--- src/rtl/writeback_unit_if.sv ---
// writeback_unit_if: execute/memory-side inputs and register-file/forwarding outputs of the writeback stage
//   master : execute + data memory side (drives instruction and load-return inputs)
//   slave  : writeback_unit (drives in_ready, regfile write, forwarding, busy, err)
interface writeback_unit_if #(
   parameter int ADDR_W = 4,
   parameter int DATA_W = 8
);
   logic              in_valid;
   logic              in_ready;
   logic [1:0]        in_kind;
   logic [ADDR_W-1:0] in_rd;
   logic [DATA_W-1:0] in_alu;
   logic [DATA_W-1:0] in_imm;
   logic [DATA_W-1:0] mem_rdata;
   logic              mem_rvalid;
   logic              wen;
   logic [ADDR_W-1:0] write_addr;
   logic [DATA_W-1:0] write_data;
   logic              fwd_valid;
   logic [ADDR_W-1:0] fwd_addr;
   logic [DATA_W-1:0] fwd_data;
   logic              busy;
   logic              err;

   modport master (
      output in_valid, in_kind, in_rd, in_alu, in_imm, mem_rdata, mem_rvalid,
      input  in_ready, wen, write_addr, write_data, fwd_valid, fwd_addr, fwd_data, busy, err
   );

   modport slave (
      input  in_valid, in_kind, in_rd, in_alu, in_imm, mem_rdata, mem_rvalid,
      output in_ready, wen, write_addr, write_data, fwd_valid, fwd_addr, fwd_data, busy, err
   );
endinterface

--- src/rtl/writeback_unit.sv ---
// writeback_unit: retires ALU/immediate/load results into the register file, stalling on loads
//   clk   : clock, all state on posedge
//   rst_n : synchronous active-low reset
//   bus   : writeback_unit_if.slave (instruction in, load return in, regfile write out,
//           forwarding out, busy, sticky load-timeout err)
//   Optional macro WB_FWD_EN: when defined, the forwarding port mirrors the registered
//   write; otherwise it is tied to zero.
module writeback_unit #(
   parameter int ADDR_W      = 4,
   parameter int DATA_W      = 8,
   parameter int MEM_TIMEOUT = 8
) (
   input logic               clk,
   input logic               rst_n,
   writeback_unit_if.slave   bus
);
   typedef enum logic {IDLE, WAIT_MEM} state_t;

   localparam logic [7:0] CNT_LAST = 8'(MEM_TIMEOUT - 1);

   state_t            state_q, state_d;
   logic [7:0]        cnt_q, cnt_d;
   logic [ADDR_W-1:0] rd_q, rd_d;
   logic              wen_q, wen_d;
   logic [ADDR_W-1:0] addr_q, addr_d;
   logic [DATA_W-1:0] data_q, data_d;
   logic              err_q, err_d;

   always_ff @(posedge clk) begin
      if (!rst_n) begin
         state_q <= IDLE;
         cnt_q   <= '0;
         rd_q    <= '0;
         wen_q   <= 1'b0;
         addr_q  <= '0;
         data_q  <= '0;
         err_q   <= 1'b0;
      end else begin
         state_q <= state_d;
         cnt_q   <= cnt_d;
         rd_q    <= rd_d;
         wen_q   <= wen_d;
         addr_q  <= addr_d;
         data_q  <= data_d;
         err_q   <= err_d;
      end
   end

   always_comb begin
      state_d = state_q;
      cnt_d   = cnt_q;
      rd_d    = rd_q;
      wen_d   = 1'b0;
      addr_d  = addr_q;
      data_d  = data_q;
      err_d   = err_q;
      if (state_q == IDLE) begin
         if (bus.in_valid && bus.in_kind == 2'b10) begin
            rd_d    = bus.in_rd;
            cnt_d   = '0;
            state_d = WAIT_MEM;
         end else if (bus.in_valid && bus.in_kind != 2'b00) begin
            wen_d  = 1'b1;
            addr_d = bus.in_rd;
            data_d = bus.in_kind[1] ? bus.in_imm : bus.in_alu;
         end
      end else if (bus.mem_rvalid) begin
         // returning data beats a coincident timeout
         wen_d   = 1'b1;
         addr_d  = rd_q;
         data_d  = bus.mem_rdata;
         state_d = IDLE;
      end else if (cnt_q == CNT_LAST) begin
         err_d   = 1'b1;
         state_d = IDLE;
      end else begin
         cnt_d = cnt_q + 8'd1;
      end
   end

   assign bus.in_ready   = (state_q == IDLE);
   assign bus.busy       = (state_q == WAIT_MEM);
   assign bus.wen        = wen_q;
   assign bus.write_addr = addr_q;
   assign bus.write_data = data_q;
   assign bus.err        = err_q;

`ifdef WB_FWD_EN
   assign bus.fwd_valid = wen_q;
   assign bus.fwd_addr  = addr_q;
   assign bus.fwd_data  = data_q;
`else
   assign bus.fwd_valid = 1'b0;
   assign bus.fwd_addr  = '0;
   assign bus.fwd_data  = '0;
`endif
endmodule

--- src/flat_wrapper.sv ---
// flat-port wrapper written by rule: the top's interface ports become plain ports
module writeback_unit_flat 
#(
   parameter int ADDR_W      = 4,
   parameter int DATA_W      = 8,
   parameter int MEM_TIMEOUT = 8
)
  (clk, rst_n, bus_in_valid, bus_in_kind, bus_in_rd, bus_in_alu, bus_in_imm, bus_mem_rdata, bus_mem_rvalid, bus_in_ready, bus_wen, bus_write_addr, bus_write_data, bus_fwd_valid, bus_fwd_addr, bus_fwd_data, bus_busy, bus_err);
  writeback_unit_if #(.ADDR_W(ADDR_W), .DATA_W(DATA_W)) bus_i ();
  input logic clk;
  input logic rst_n;
  input wire logic [$bits(bus_i.in_valid)-1:0] bus_in_valid;
  input wire logic [$bits(bus_i.in_kind)-1:0] bus_in_kind;
  input wire logic [$bits(bus_i.in_rd)-1:0] bus_in_rd;
  input wire logic [$bits(bus_i.in_alu)-1:0] bus_in_alu;
  input wire logic [$bits(bus_i.in_imm)-1:0] bus_in_imm;
  input wire logic [$bits(bus_i.mem_rdata)-1:0] bus_mem_rdata;
  input wire logic [$bits(bus_i.mem_rvalid)-1:0] bus_mem_rvalid;
  output wire logic [$bits(bus_i.in_ready)-1:0] bus_in_ready;
  output wire logic [$bits(bus_i.wen)-1:0] bus_wen;
  output wire logic [$bits(bus_i.write_addr)-1:0] bus_write_addr;
  output wire logic [$bits(bus_i.write_data)-1:0] bus_write_data;
  output wire logic [$bits(bus_i.fwd_valid)-1:0] bus_fwd_valid;
  output wire logic [$bits(bus_i.fwd_addr)-1:0] bus_fwd_addr;
  output wire logic [$bits(bus_i.fwd_data)-1:0] bus_fwd_data;
  output wire logic [$bits(bus_i.busy)-1:0] bus_busy;
  output wire logic [$bits(bus_i.err)-1:0] bus_err;
  assign bus_i.in_valid = bus_in_valid;
  assign bus_i.in_kind = bus_in_kind;
  assign bus_i.in_rd = bus_in_rd;
  assign bus_i.in_alu = bus_in_alu;
  assign bus_i.in_imm = bus_in_imm;
  assign bus_i.mem_rdata = bus_mem_rdata;
  assign bus_i.mem_rvalid = bus_mem_rvalid;
  assign bus_in_ready = bus_i.in_ready;
  assign bus_wen = bus_i.wen;
  assign bus_write_addr = bus_i.write_addr;
  assign bus_write_data = bus_i.write_data;
  assign bus_fwd_valid = bus_i.fwd_valid;
  assign bus_fwd_addr = bus_i.fwd_addr;
  assign bus_fwd_data = bus_i.fwd_data;
  assign bus_busy = bus_i.busy;
  assign bus_err = bus_i.err;
  writeback_unit #(.ADDR_W(ADDR_W), .DATA_W(DATA_W), .MEM_TIMEOUT(MEM_TIMEOUT)) u_core (.clk(clk), .rst_n(rst_n), .bus(bus_i));
endmodule
--- config.mk ---
export PLATFORM = sky130hd
export DESIGN_NAME = writeback_unit_flat
export DESIGN_NICKNAME = d
export VERILOG_FILES = /design/src/rtl/writeback_unit_if.sv /design/src/rtl/writeback_unit.sv /design/src/flat_wrapper.sv
export SDC_FILE = /design/constraint.sdc
export NUM_CORES = 1
export LEC_CHECK = 0
export ABC_AREA = 1
export ABC_CLOCK_PERIOD_IN_PS = 1650
export CAP_MARGIN = 20
export CORE_MARGIN = 2
export CORE_UTILIZATION = 35
export DETAILED_ROUTE_END_ITERATION = 6
export PLACE_DENSITY = 0.66
export RECOVER_POWER = 25
export SLEW_MARGIN = 30
export SYNTH_ARGS = -nofsm -noshare
export SYNTH_HDL_FRONTEND = slang
export SYNTH_SLANG_ARGS = --single-unit
--- constraint.sdc ---
create_clock -name clk -period 1.65 [get_ports clk]
set_input_delay 0.4125 -clock clk [delete_from_list [all_inputs] [get_ports clk]]
set_output_delay 0.4125 -clock clk [all_outputs]
set_load 0.01 [all_outputs]
== Word-level counts from Yosys, hierarchy flattened ==
Index checks and enable logic that the tools add are counted.
Widths: inputs -> output; s select.

* Add/sub/neg operators: 1
* Equal/unequal tests: 6
* Multiplexer cells: 21
* Bitwise operators: 2
* Reductions and logical operators: 9

{| class="wikitable"
|+ Operators by type and width
! cell !! count
|-
| $mux 8 || 9
|-
| $mux 4 || 4
|-
| $reduce_and 3->1 || 3
|-
| $add 8x1->8 const B || 1
|-
| $eq 8x3->1 const B || 1
|-
| $mux 1 || 8
|-
| $ne 2x2->1 const B || 3
|-
| $reduce_bool 2->1 || 3
|-
| $eq 2x2->1 const B || 1
|-
| $logic_and 1x1->1 || 2
|-
| $ne 2x1->1 const B || 1
|-
| $not 1->1 || 2
|-
| $reduce_and 2->1 || 1
|}

* Register bits: 27
* Output and inout bits: 29
* Logic and storage cells: 46

== Depth between registers and ports, before layout ==
Gate-level depths: netlist (run 1).

* Depth after elaboration: 5
* Depth in mapped cells: 9
* Depth with buffers taken out: 7

== Worst setup path after synthesis (run 1) ==
OpenSTA, ideal clock, no wires.

* Kind: flip-flop to flip-flop
* Start: reg u_core.cnt_q[0]
* End: reg u_core.cnt_q[2]
* Setup time: 114 ps
* Data arrival time: 1222 ps
* Data required time: 1536 ps
* Setup slack: 314 ps
* Cell stages (with the launch flop): 8
* Cell sequence: dfxtp_1 ha_1 nand3_2 o21ai_4 nand2_4 buf_6 a21oi_1 nor2_1

* Cells in the longest elaborated chain, start to end: 4
* Elaborated cells on any way between the ends: 7
* Those cells by class: add/sub (1); eq/ne (2); mux (3); reduce/logical (1)

{| class="wikitable"
|+ RTL lines
! what !! line !! text
|-
| start: declaration || writeback_unit.sv:22 || <nowiki>logic [7:0] cnt_q, cnt_d;</nowiki>
|-
| start signal: assignment || writeback_unit.sv:40 || <nowiki>cnt_q <= cnt_d;</nowiki>
|-
| $add 8x1->8 || writeback_unit.sv:77 || <nowiki>cnt_d = cnt_q + 8'd1;</nowiki>
|-
| $mux 8 || writeback_unit.sv:73 || <nowiki>end else if (cnt_q == CNT_LAST) begin</nowiki>
|-
| $mux 8 || writeback_unit.sv:67 || <nowiki>end else if (bus.mem_rvalid) begin</nowiki>
|-
| $mux 8 || writeback_unit.sv:57 || <nowiki>if (state_q == IDLE) begin</nowiki>
|}

Parallel ways exist; a longest one is shown, timed or not. The select of a mux whose other input is x is not followed.
A chain may end at the register's enable or synchronous reset.

== Worst setup path in the final report (run 1) ==
* Start: reg u_core.addr_q[0] (netlist: u_core.bus.write_addr[0])
* End: out bus_write_addr[0]

{| class="wikitable"
|+ RTL lines
! what !! line !! text
|-
| start: declaration || writeback_unit.sv:25 || <nowiki>logic [ADDR_W-1:0] addr_q, addr_d;</nowiki>
|-
| start signal: assignment || writeback_unit.sv:43 || <nowiki>addr_q <= addr_d;</nowiki>
|-
| end: declaration || flat_wrapper.sv:21 || <nowiki>output wire logic [$bits(bus_i.write_addr)-1:0] bus_write_addr;</nowiki>
|}

No word-level cell between the ends.

==> results of run 1 <==
[routing by layer]
layer  routed length [µm]  track usage [%]  share of wire (%)
met1                 1530             18.1                 44
met2                 1570             27.4                 45
met3                  331             4.44                9.5
met4                   42             5.25                1.2
met5                    0                0                  0
[sequential cells by signal, summed over array words and instances (netlist names)]
register,cells
u_core.cnt_q,8
u_core.bus.busy,1
u_core.bus.write_data,8
u_core.bus.write_addr,4
u_core.rd_q,4
u_core.bus.err,1
u_core.bus.wen,1
[synthesized netlist by cell type (2+ instances only)]
master	count	area, µm²
a21oi_1	11	55.1
a31oi_1	12	75.1
buf_2	2	10.0
buf_4	16	120
buf_6	2	22.5
clkbuf_1	3	11.3
dfxtp_1	27	541
ha_1	2	25.0
inv_1	15	56.3
nand2_1	49	184
nand3_1	6	30.0
nand3_2	2	20.0
nor2_1	23	86.3
o211ai_1	8	60.1
o21ai_0	19	95.1
[power groups by stage]
stage | logic [mW] | clock network, mW | registers (mW)
after floorplan | 0.149 | 0 | 0.725
after global placement | 0.300 | 0 | 0.714
after detailed placement | 0.302 | 0 | 0.714
after CTS | 0.302 | 0.403 | 0.698
after global routing | 0.328 | 0.424 | 0.702
final | 0.294 | 0.379 | 0.698
[worst reg2reg max path: stages, from the launching register on]
cell,delay (ns)
dfxtp_4,0.38
inv_6,0.05
buf_4,0.22
nand3_1,0.33
nand2_4,0.25
nand2_1,0.07
nand2_1,0.06
nor2_1,0.05
[kinds of logic (layout without fill, tap and decap cells)]
group | after synthesis | in the layout | synth area share (%)
compound gates | 51 | 51 | 20.7
fa+ha+maj | 2 | 2 | 1.72
buf+inv | 39 | 75 | 15.7
flops | 27 | 27 | 37.2
other cells | 1 | 13 | 0.258
simple gates | 84 | 84 | 24.4
[worst paths after layout]
path,from,end,slack [ns],cells after the start
worst max-delay path,u_core.bus.write_addr[0]$_SDFFE_PN0P_,bus_write_addr[0],0.08,1
worst min-delay path,u_core.bus.err$_SDFFE_PN0P_,u_core.bus.err$_SDFFE_PN0P_,0.48,2
worst max register to register,u_core.bus.busy$_SDFF_PN0_,u_core.cnt_q[5]$_SDFFE_PN0P_,0.15,7
worst min register to register,u_core.bus.err$_SDFFE_PN0P_,u_core.bus.err$_SDFFE_PN0P_,0.48,2
[through the flow]
stage / util [%] / power [mW] / hold WS [ns] / setup slack, ns / instances
CTS: 50.1 / 1.40 / 0.482 / 0.0125 / 302
finish: 49.6 / 1.37 / 0.478 / 0.0764 / 302
floorplan: - / 0.874 / 0.450 / 0.314 / 216
global route: 49.6 / 1.45 / 0.516 / 0.000553 / 302
detailed placement: 49.0 / 1.02 / 0.465 / -0.0569 / 298
global placement: 49.0 / 1.01 / 0.458 / -0.0409 / 298
[placed cells by master (no fill, tap or decap), types with 2 or more instances in the layout]
cell type and n:
nand3_1 7, ha_1 2, buf_4 4, inv_1 15, nor2_1 23, a21oi_1 11, conb_1 13, clkdlybuf4s50_1 46
o21ai_0 19, a31oi_1 12, clkbuf_8 3, nand2_1 49, o211ai_1 8, dfxtp_1 26
[repair_timing]
| item | CTS | global route |
|---|---|---|
| resized for setup | 3 | 1 |
| setup buffers | 0 | 0 |
| endpoints found under the setup margin | 2 | 1 |
| endpoints found under the hold margin | 0 | 0 |
[final cells by class]
| type | instances | area (µm²) |
|---|---|---|
| timing repair buffer | 55 | 544 |
| inverter | 16 | 65.1 |
| sequential | 27 | 544 |
| tap | 50 | 62.6 |
| multi-input combinational | 150 | 724 |
| clock buffer | 4 | 45.0 |
| fill | 406 | 2010 |
==> run_results.csv, run 1 <==
group,metric,value,unit
setup_path,worstPathRequired,1.24,ns
timing,fin_crit_sh,95.4,%
synthesis,syn_inst,204,
grt,grt_start_max_net_pins,25,
power_and_ir_drop,p_sw_share,25.8,%
setup_path,slowest_stage,"clkdlybuf4s50_1",
setup_path,cp_cell_sequence,"clkdlybuf4s50_1",
placed_design,placed_area,0.00196,mm²
die,dieArea,0.00469,mm²
timing,finalCriticalPeriod,1.57,ns
routing,drt-initial-drc-count,56,
clocking,ctsHoldBuffers,0,
layout,area_growth,36.6,%
routing,wire_per_inst,11.5,µm
setup_path,critPathLaunchType,"flip-flop",
timing,timing.setup.tns,0,ns
clocking,htreeDepth,1,
placed_design,io_buffers,49,
timing,max_freq,0.635,GHz
synthesis,synth_ff_type,"dfxtp_1",
setup_path,cp_max_fo,2,
setup_path,crit_arrival,1.16,ns
timing,maxSlewViolCount,0,
die,die_w,68.5,µm
layout,antenna_cells,0,
setup_path,cp-end-kind,"output pin",
grt,globalRouteOverflowTotal,0,
clocking,tritoncts,"done",
power_and_ir_drop,p_seq_share,50.9,%
synthesis,avgSynthCellArea,7.13,µm²
timing,rsz0062_at_grt,"false",
routing,wl,3.47,mm
clocking,max-clock-path-buffers,2,
power_and_ir_drop,pwr_density_cell,690,mW/mm²
hold_path,hold_path_class,"flip-flop to flip-flop",
clocking,cts_buffers,3,
synthesis,ys_seq_elements,27,
grt,grt_pass1_vias,1275,
power_and_ir_drop,p_comb_share,21.4,%
timing,finalHoldViolations,0,
routing,first_pass_iters,4,
synthesis,yosys_warnings,0,
die,ios,63,
synthesis,synthArstFlopShare,0,%
timing,setup_viol,0,
placed_design,gp_congestion,0.721,
routing,drc,0,
run,maxCapViolations,0,
die,rows,23,
power_and_ir_drop,power_frac_clock,27.6,%
die,initial_core_util,36.3,%
grt,grt_usage,15.7,%
layout,fin_nets,289,
clocking,clock_latency,0.27,ns
run_status,outcome,"finished, final reports clean",
power_and_ir_drop,power_leakage,0.799,nW
synthesis,netlist_area,0.00145,mm²
routing,dr_total_vias,1386,
setup_path,crit_type,"flip-flop to output pin",
clocking,clockRootBuffer,"clkbuf_8",
grt,grt_pass1_wl,5.52,mm
layout,final_cell_area,0.00199,mm²
synthesis,synth_edf_count,0,
timing,fin_skew,0.00204,ns
clocking,cts.sinks,27,
power_and_ir_drop,p_int,1.02,mW
setup_path,critPathTopFamily,"buffers and inverters",
power_and_ir_drop,peakVddDrop,0.240,mV
clocking,clk_pin_slew,0.09,ns
synthesis,ys_types,22,
setup_path,cpPeakStageDelay,0.55,ns
die,coreArea,0.00400,mm²
setup_path,worst-path-buf-inv,1,
layout,drive_above_1_share,5.95,%
placed_design,dp_hpwl,2.50,mm
die,die_h,68.5,µm
grt,antenna_found_initial,0,
routing,vias_per_cell,4.59,
power_and_ir_drop,switching_power,0.353,mW
routing,ant_nets,0,
synthesis,ys_seq_area_share,37.2,%
(Power assumes the default switching activity.)
==> inputs of run 2 (changes only) <==
--- a/config.mk
+++ b/config.mk
@@ -6,14 +6,14 @@
 export NUM_CORES = 1
 export LEC_CHECK = 0
 export ABC_AREA = 1
-export ABC_CLOCK_PERIOD_IN_PS = 1650
+export ABC_CLOCK_PERIOD_IN_PS = 1300
 export CAP_MARGIN = 20
 export CORE_MARGIN = 2
 export CORE_UTILIZATION = 35
 export DETAILED_ROUTE_END_ITERATION = 6
-export PLACE_DENSITY = 0.66
+export PLACE_DENSITY = 0.69
 export RECOVER_POWER = 25
-export SLEW_MARGIN = 30
+export SLEW_MARGIN = 20
 export SYNTH_ARGS = -nofsm -noshare
 export SYNTH_HDL_FRONTEND = slang
 export SYNTH_SLANG_ARGS = --single-unit
==> constraint.sdc (replaced) <==
create_clock -name clk -period 1.3 [get_ports clk]
set_input_delay 0.325 -clock clk [delete_from_list [all_inputs] [get_ports clk]]
set_output_delay 0.325 -clock clk [all_outputs]
set_load 0.01 [all_outputs]
==> run_results.csv, run 2 (synthesis results as in run 1) <==
group,metric,value,unit
timing,finalHoldViolations,0,
run_status,outcome,"finished, final reports clean",
setup_path,crit_type,"flip-flop to flip-flop",
layout,fin_util,55.1,%
timing,fin_crit_sh,97.3,%
power_and_ir_drop,p_int,1.30,mW
timing,rsz0062_at_grt,"true",
routing,wl_met2,1.90,mm
setup_path,worstPathRequired,1.47,ns
timing,max_freq,0.790,GHz
layout,drive_above_1_share,18.7,%
power_and_ir_drop,peakVddDrop,0.502,mV
layout,fillers,381,
layout,multi_input_area,822,µm²
placed_design,place_inst,310,
die,dieArea,0.00469,mm²
layout,fin_nets,305,
routing,m1WireLength,1.67,mm
layout,antenna_cells,0,
timing,maxSlewViolCount,0,
placed_design,dp_hpwl,2.66,mm
setup_path,r2r_slack,0.03,ns
power_and_ir_drop,pwr_density_cell,813,mW/mm²
routing,wl_met3,235,µm
die,die_h,68.5,µm
placed_design,io_buffers,49,
routing,vias_per_cell,4.81,
run,maxCapViolations,0,
clocking,tritoncts,"done",
timing,finalCriticalPeriod,1.27,ns
routing,wire_per_inst,12.1,µm
routing,wl,3.84,mm
die,coreArea,0.00400,mm²
routing,dr_total_vias,1531,
layout,area_growth,51.5,%
routing,highest_layer,"met4",
layout,layout_commonest_cell,"nand2_1",
clocking,clk_pin_slew,0.10,ns
timing,layout_setup_ws,0.0349,ns
setup_path,crit_arrival,1.44,ns
die,initial_core_util,36.3,%
grt,grt_usage,17.0,%
grt,grt_pass1_wl,6.00,mm
power_and_ir_drop,switching_power,0.491,mW
setup_path,cp-end-kind,"flip-flop",
clocking,cts_buffers,3,
timing,timing.setup.tns,0,ns
grt,antenna_found_initial,0,
placed_design,gp_congestion,0.874,
clocking,max-clock-path-buffers,2,
clocking,clockRootBuffer,"clkbuf_8",
clocking,clock_latency,0.28,ns
layout,register_area,548,µm²
routing,drt-initial-drc-count,53,
setup_path,critPathLaunchType,"flip-flop",
routing,ant_nets,0,
grt,grt_pass1_vias,1318,
power_and_ir_drop,p_seq_share,49.5,%
clocking,cts.sinks,27,
clocking,htreeDepth,1,
power_and_ir_drop,power_frac_clock,28.4,%
power_and_ir_drop,p_comb_share,22.1,%
grt,globalRouteOverflowTotal,0,
timing,fin_skew,0.0120,ns
placed_design,pre_cts_ws,-0.347,ns
routing,drc,0,
routing,first_pass_iters,4,
clocking,ctsHoldBuffers,0,
layout,finalNonFillerCells,318,
timing,whs,0.476,ns
grt,grt_start_max_net_pins,25,
power_and_ir_drop,p_sw_share,27.4,%
die,die_w,68.5,µm
power_and_ir_drop,power_leakage,0.960,nW
timing,setup_viol,0,
hold_path,hold_path_class,"flip-flop to flip-flop",
layout,layout_common_cells,"46 x nand2_1, 30 x clkdlybuf4s50_1, 23 x dfxtp_1",
die,ios,63,
die,rows,23,
setup_path,cp_max_fo,6,
-- run 2: changes by cell type in the layout (fill, tap and decap cells not counted), moves of 4 or more --
cell / previous run / this run
buf_6: 0 / 4
a21oi_2: 0 / 5
o21ai_1: 0 / 11
clkdlybuf4s50_1: 46 / 30
dlygate4sd2_1: 1 / 14
buf_4: 4 / 13
a21oi_1: 11 / 6
o21ai_0: 19 / 8
-- run 2: metrics by stage --
stage	cell area, µm²	power [mW]
4_1_cts	2120	1.79
5_1_grt	2200	1.90
2_1_floorplan	1500	1.11
3_3_place_gp	2040	1.30
3_5_place_dp	2040	1.30
6_report	2200	1.79
-- run 2: cell type report --
cell class                      instances  area share, %
Inverter                               16           2.95
Clock inverter                          1          0.398
Timing Repair Buffer                   69           29.7
Tap cell                               50           2.84
Clock buffer                            3           1.88
Sequential cell                        27           24.9
Multi-Input combinational cell        152           37.3
-- run 2: path summary, 6_finish.rpt --
check,from,end,depth (start not counted)
min,u_core.rd_q[3]$_SDFFE_PN0P_,u_core.bus.write_addr[3]$_SDFFE_PN0P_,2
max reg2reg,u_core.cnt_q[0]$_SDFFE_PN0P_,u_core.cnt_q[6]$_SDFFE_PN0P_,6
max,u_core.cnt_q[0]$_SDFFE_PN0P_,u_core.cnt_q[6]$_SDFFE_PN0P_,6
min reg2reg,u_core.rd_q[3]$_SDFFE_PN0P_,u_core.bus.write_addr[3]$_SDFFE_PN0P_,2
-- run 2: critical path: stages, from the launching register on --
cell	delay, ns
dfxtp_2	0.38
ha_4	0.16
nand3_4	0.07
o21ai_4	0.24
nand2_4	0.12
a21oi_2	0.13
nor2_1	0.05
-- run 2: metal layers --
layer,track usage [%],up-vias
met5,0,-
met4,3.75,0
met3,3.62,2
met2,29.9,47
met1,21.0,701
li1,-,781
-- run 2: power groups by stage --
stage	clock (mW)	sequential (mW)	combinational [mW]
floorplan	0	0.920	0.189
global placement	0	0.905	0.394
detailed placement	0	0.906	0.396
CTS	0.525	0.885	0.384
global route	0.566	0.891	0.439
finish	0.508	0.887	0.396
-- run 2: repair_timing --
action                     4_1_cts  5_1_grt
setup buffers                    1        1
resized for setup               25       38
cloned                           1        1
setup endpoints to repair       34       26
pin swaps                        4       13
==> inputs of run 3 (changes only) <==
--- a/config.mk
+++ b/config.mk
@@ -13,6 +13,7 @@
 export DETAILED_ROUTE_END_ITERATION = 6
 export PLACE_DENSITY = 0.69
 export RECOVER_POWER = 25
+export SETUP_SLACK_MARGIN = 0.02
 export SLEW_MARGIN = 20
 export SYNTH_ARGS = -nofsm -noshare
 export SYNTH_HDL_FRONTEND = slang
==> run_results.csv, run 3 (synthesis results as in run 1) <==
group,metric,value,unit
power_and_ir_drop,power.total,1.76,mW
clocking,clk_pin_slew,0.09,ns
setup_path,crit_arrival,1.43,ns
clocking,clockRootBuffer,"clkbuf_8",
power_and_ir_drop,p_comb_share,22.3,%
die,initial_core_util,36.3,%
grt,globalRouteOverflowTotal,0,
grt,grt_start_max_net_pins,24,
layout,fillers,398,
timing,rsz0062_at_grt,"true",
placed_design,io_buffers,49,
setup_path,rr_startpoint,"u_core.cnt_q[0]$_SDFFE_PN0P_",
grt,grt_pass1_vias,1466,
power_and_ir_drop,pwr_density_cell,799,mW/mm²
layout,fin_nets,302,
layout,layout_common_cells,"47 x nand2_1, 30 x clkdlybuf4s50_1, 21 x dfxtp_1",
setup_path,reg2reg_to,"u_core.cnt_q[3]$_SDFFE_PN0P_",
hold_path,hold_path_class,"flip-flop to flip-flop",
die,coreArea,0.00400,mm²
timing,fin_crit_sh,95.9,%
placed_design,dp_hpwl,2.60,mm
die,dieArea,0.00469,mm²
run,maxCapViolations,0,
power_and_ir_drop,p_sw_share,26.7,%
layout,layout_commonest_cell,"nand2_1",
clocking,cts.sinks,27,
timing,finalHoldViolations,0,
setup_path,cp-end-kind,"flip-flop",
placed_design,pre_cts_ws,-0.327,ns
power_and_ir_drop,switching_power,0.470,mW
hold_path,whs_path_depth,2,
grt,grt_usage,17.4,%
routing,drt-initial-drc-count,60,
die,die_h,68.5,µm
grt,grt_pass1_wl,6.16,mm
hold_path,hold_end,"u_core.bus.write_addr[0]$_SDFFE_PN0P_",
clocking,clock_latency,0.27,ns
setup_path,crit_type,"flip-flop to flip-flop",
routing,wire_per_inst,11.9,µm
clocking,htreeDepth,1,
hold_path,hp-start,"u_core.rd_q[0]$_SDFFE_PN0P_",
setup_path,r2r_slack,0.05,ns
setup_path,worstPathRequired,1.48,ns
routing,vias_per_cell,4.77,
placed_design,gp_congestion,0.833,
timing,finalCriticalPeriod,1.25,ns
timing,fin_skew,0.00231,ns
clocking,max-clock-path-buffers,2,
die,rows,23,
timing,maxSlewViolCount,0,
layout,area_growth,51.3,%
setup_path,reg2regPathDepth,6,
clocking,tritoncts,"done",
grt,antenna_found_initial,0,
layout,antenna_cells,0,
routing,wl,3.75,mm
die,die_w,68.5,µm
routing,first_pass_iters,4,
power_and_ir_drop,peakVddDrop,0.694,mV
clocking,ctsHoldBuffers,0,
power_and_ir_drop,p_seq_share,50.3,%
timing,max_freq,0.802,GHz
setup_path,critPathLaunchType,"flip-flop",
layout,drive_above_1_share,20.4,%
power_and_ir_drop,power_frac_clock,27.4,%
power_and_ir_drop,power_leakage,0.946,nW
timing,setup_viol,0,
routing,ant_nets,0,
setup_path,cp_max_fo,6,
power_and_ir_drop,p_int,1.29,mW
clocking,cts_buffers,3,
die,ios,63,
run_status,outcome,"finished, final reports clean",
routing,drc,0,
timing,layout_setup_ws,0.0537,ns
routing,dr_total_vias,1504,
## run 3: worst max path at each step
stage | from | end | slack (ns) | depth (start not counted)
after floorplan | u_core.cnt_q[0]$_SDFFE_PN0P_ | u_core.cnt_q[2]$_SDFFE_PN0P_ | 0.04 | 7
after global placement | bus_in_valid | u_core.cnt_q[7]$_SDFFE_PN0P_ | -0.30 | 8
after detailed placement | bus_in_valid | u_core.cnt_q[7]$_SDFFE_PN0P_ | -0.33 | 8
after CTS | u_core.bus.busy$_SDFF_PN0_ | bus_busy | 0.02 | 1
after global routing | u_core.cnt_q[0]$_SDFFE_PN0P_ | u_core.cnt_q[7]$_SDFFE_PN0P_ | -0.02 | 7
final | u_core.cnt_q[0]$_SDFFE_PN0P_ | u_core.cnt_q[3]$_SDFFE_PN0P_ | 0.05 | 6
## run 3: critical path: stages, from the launching register on
cell     delay (ns)
dfxtp_2        0.37
ha_4           0.15
nand3_4        0.09
o21ai_4        0.24
nand2_4        0.12
a21oi_1        0.14
nor2_1         0.04
## run 3: timing repair
item / CTS / global route
resized for setup: 28 / 28
buffers inserted: 2 / 1
setup endpoints to repair: 35 / 27
pin swaps: 6 / 9
cloned: 2 / 0
## run 3: layer usage
metal,vias to the layer above,global-route usage [%],routed length (µm)
met2,44,32.2,1880
met3,2,3.62,246
met5,-,0,0
li1,772,-,-
met4,0,4.75,33
met1,686,19.8,1590
## run 3: final cells by class
class,count,area (µm²),area share [%]
clock buffer,3,41.3,1.88
inverter,16,65.1,2.96
multi-input combinational,152,843,38.3
sequential,27,551,25.0
clock inverter,1,5.00,0.228
timing repair buffer,66,632,28.7
tap,50,62.6,2.84
## run 3: metrics by stage
stage	util [%]	setup TNS, ns	hold WS, ns	cells	instance area [µm²]
after floorplan	-	0	0.433	216	1500
after global placement	50.6	-6.46	0.469	306	2020
final	55.0	0	0.480	315	2200
after global routing	55.0	-0.0958	0.509	315	2200
after CTS	53.1	0	0.483	314	2130
after detailed placement	50.6	-6.72	0.468	306	2020
## run 3: power by group through the flow
stage / sequential [mW] / combinational, mW / clock (mW)
finish: 0.885 / 0.391 / 0.481
global route: 0.891 / 0.434 / 0.535
CTS: 0.885 / 0.385 / 0.512
detailed placement: 0.906 / 0.395 / 0
global placement: 0.905 / 0.393 / 0
floorplan: 0.920 / 0.189 / 0
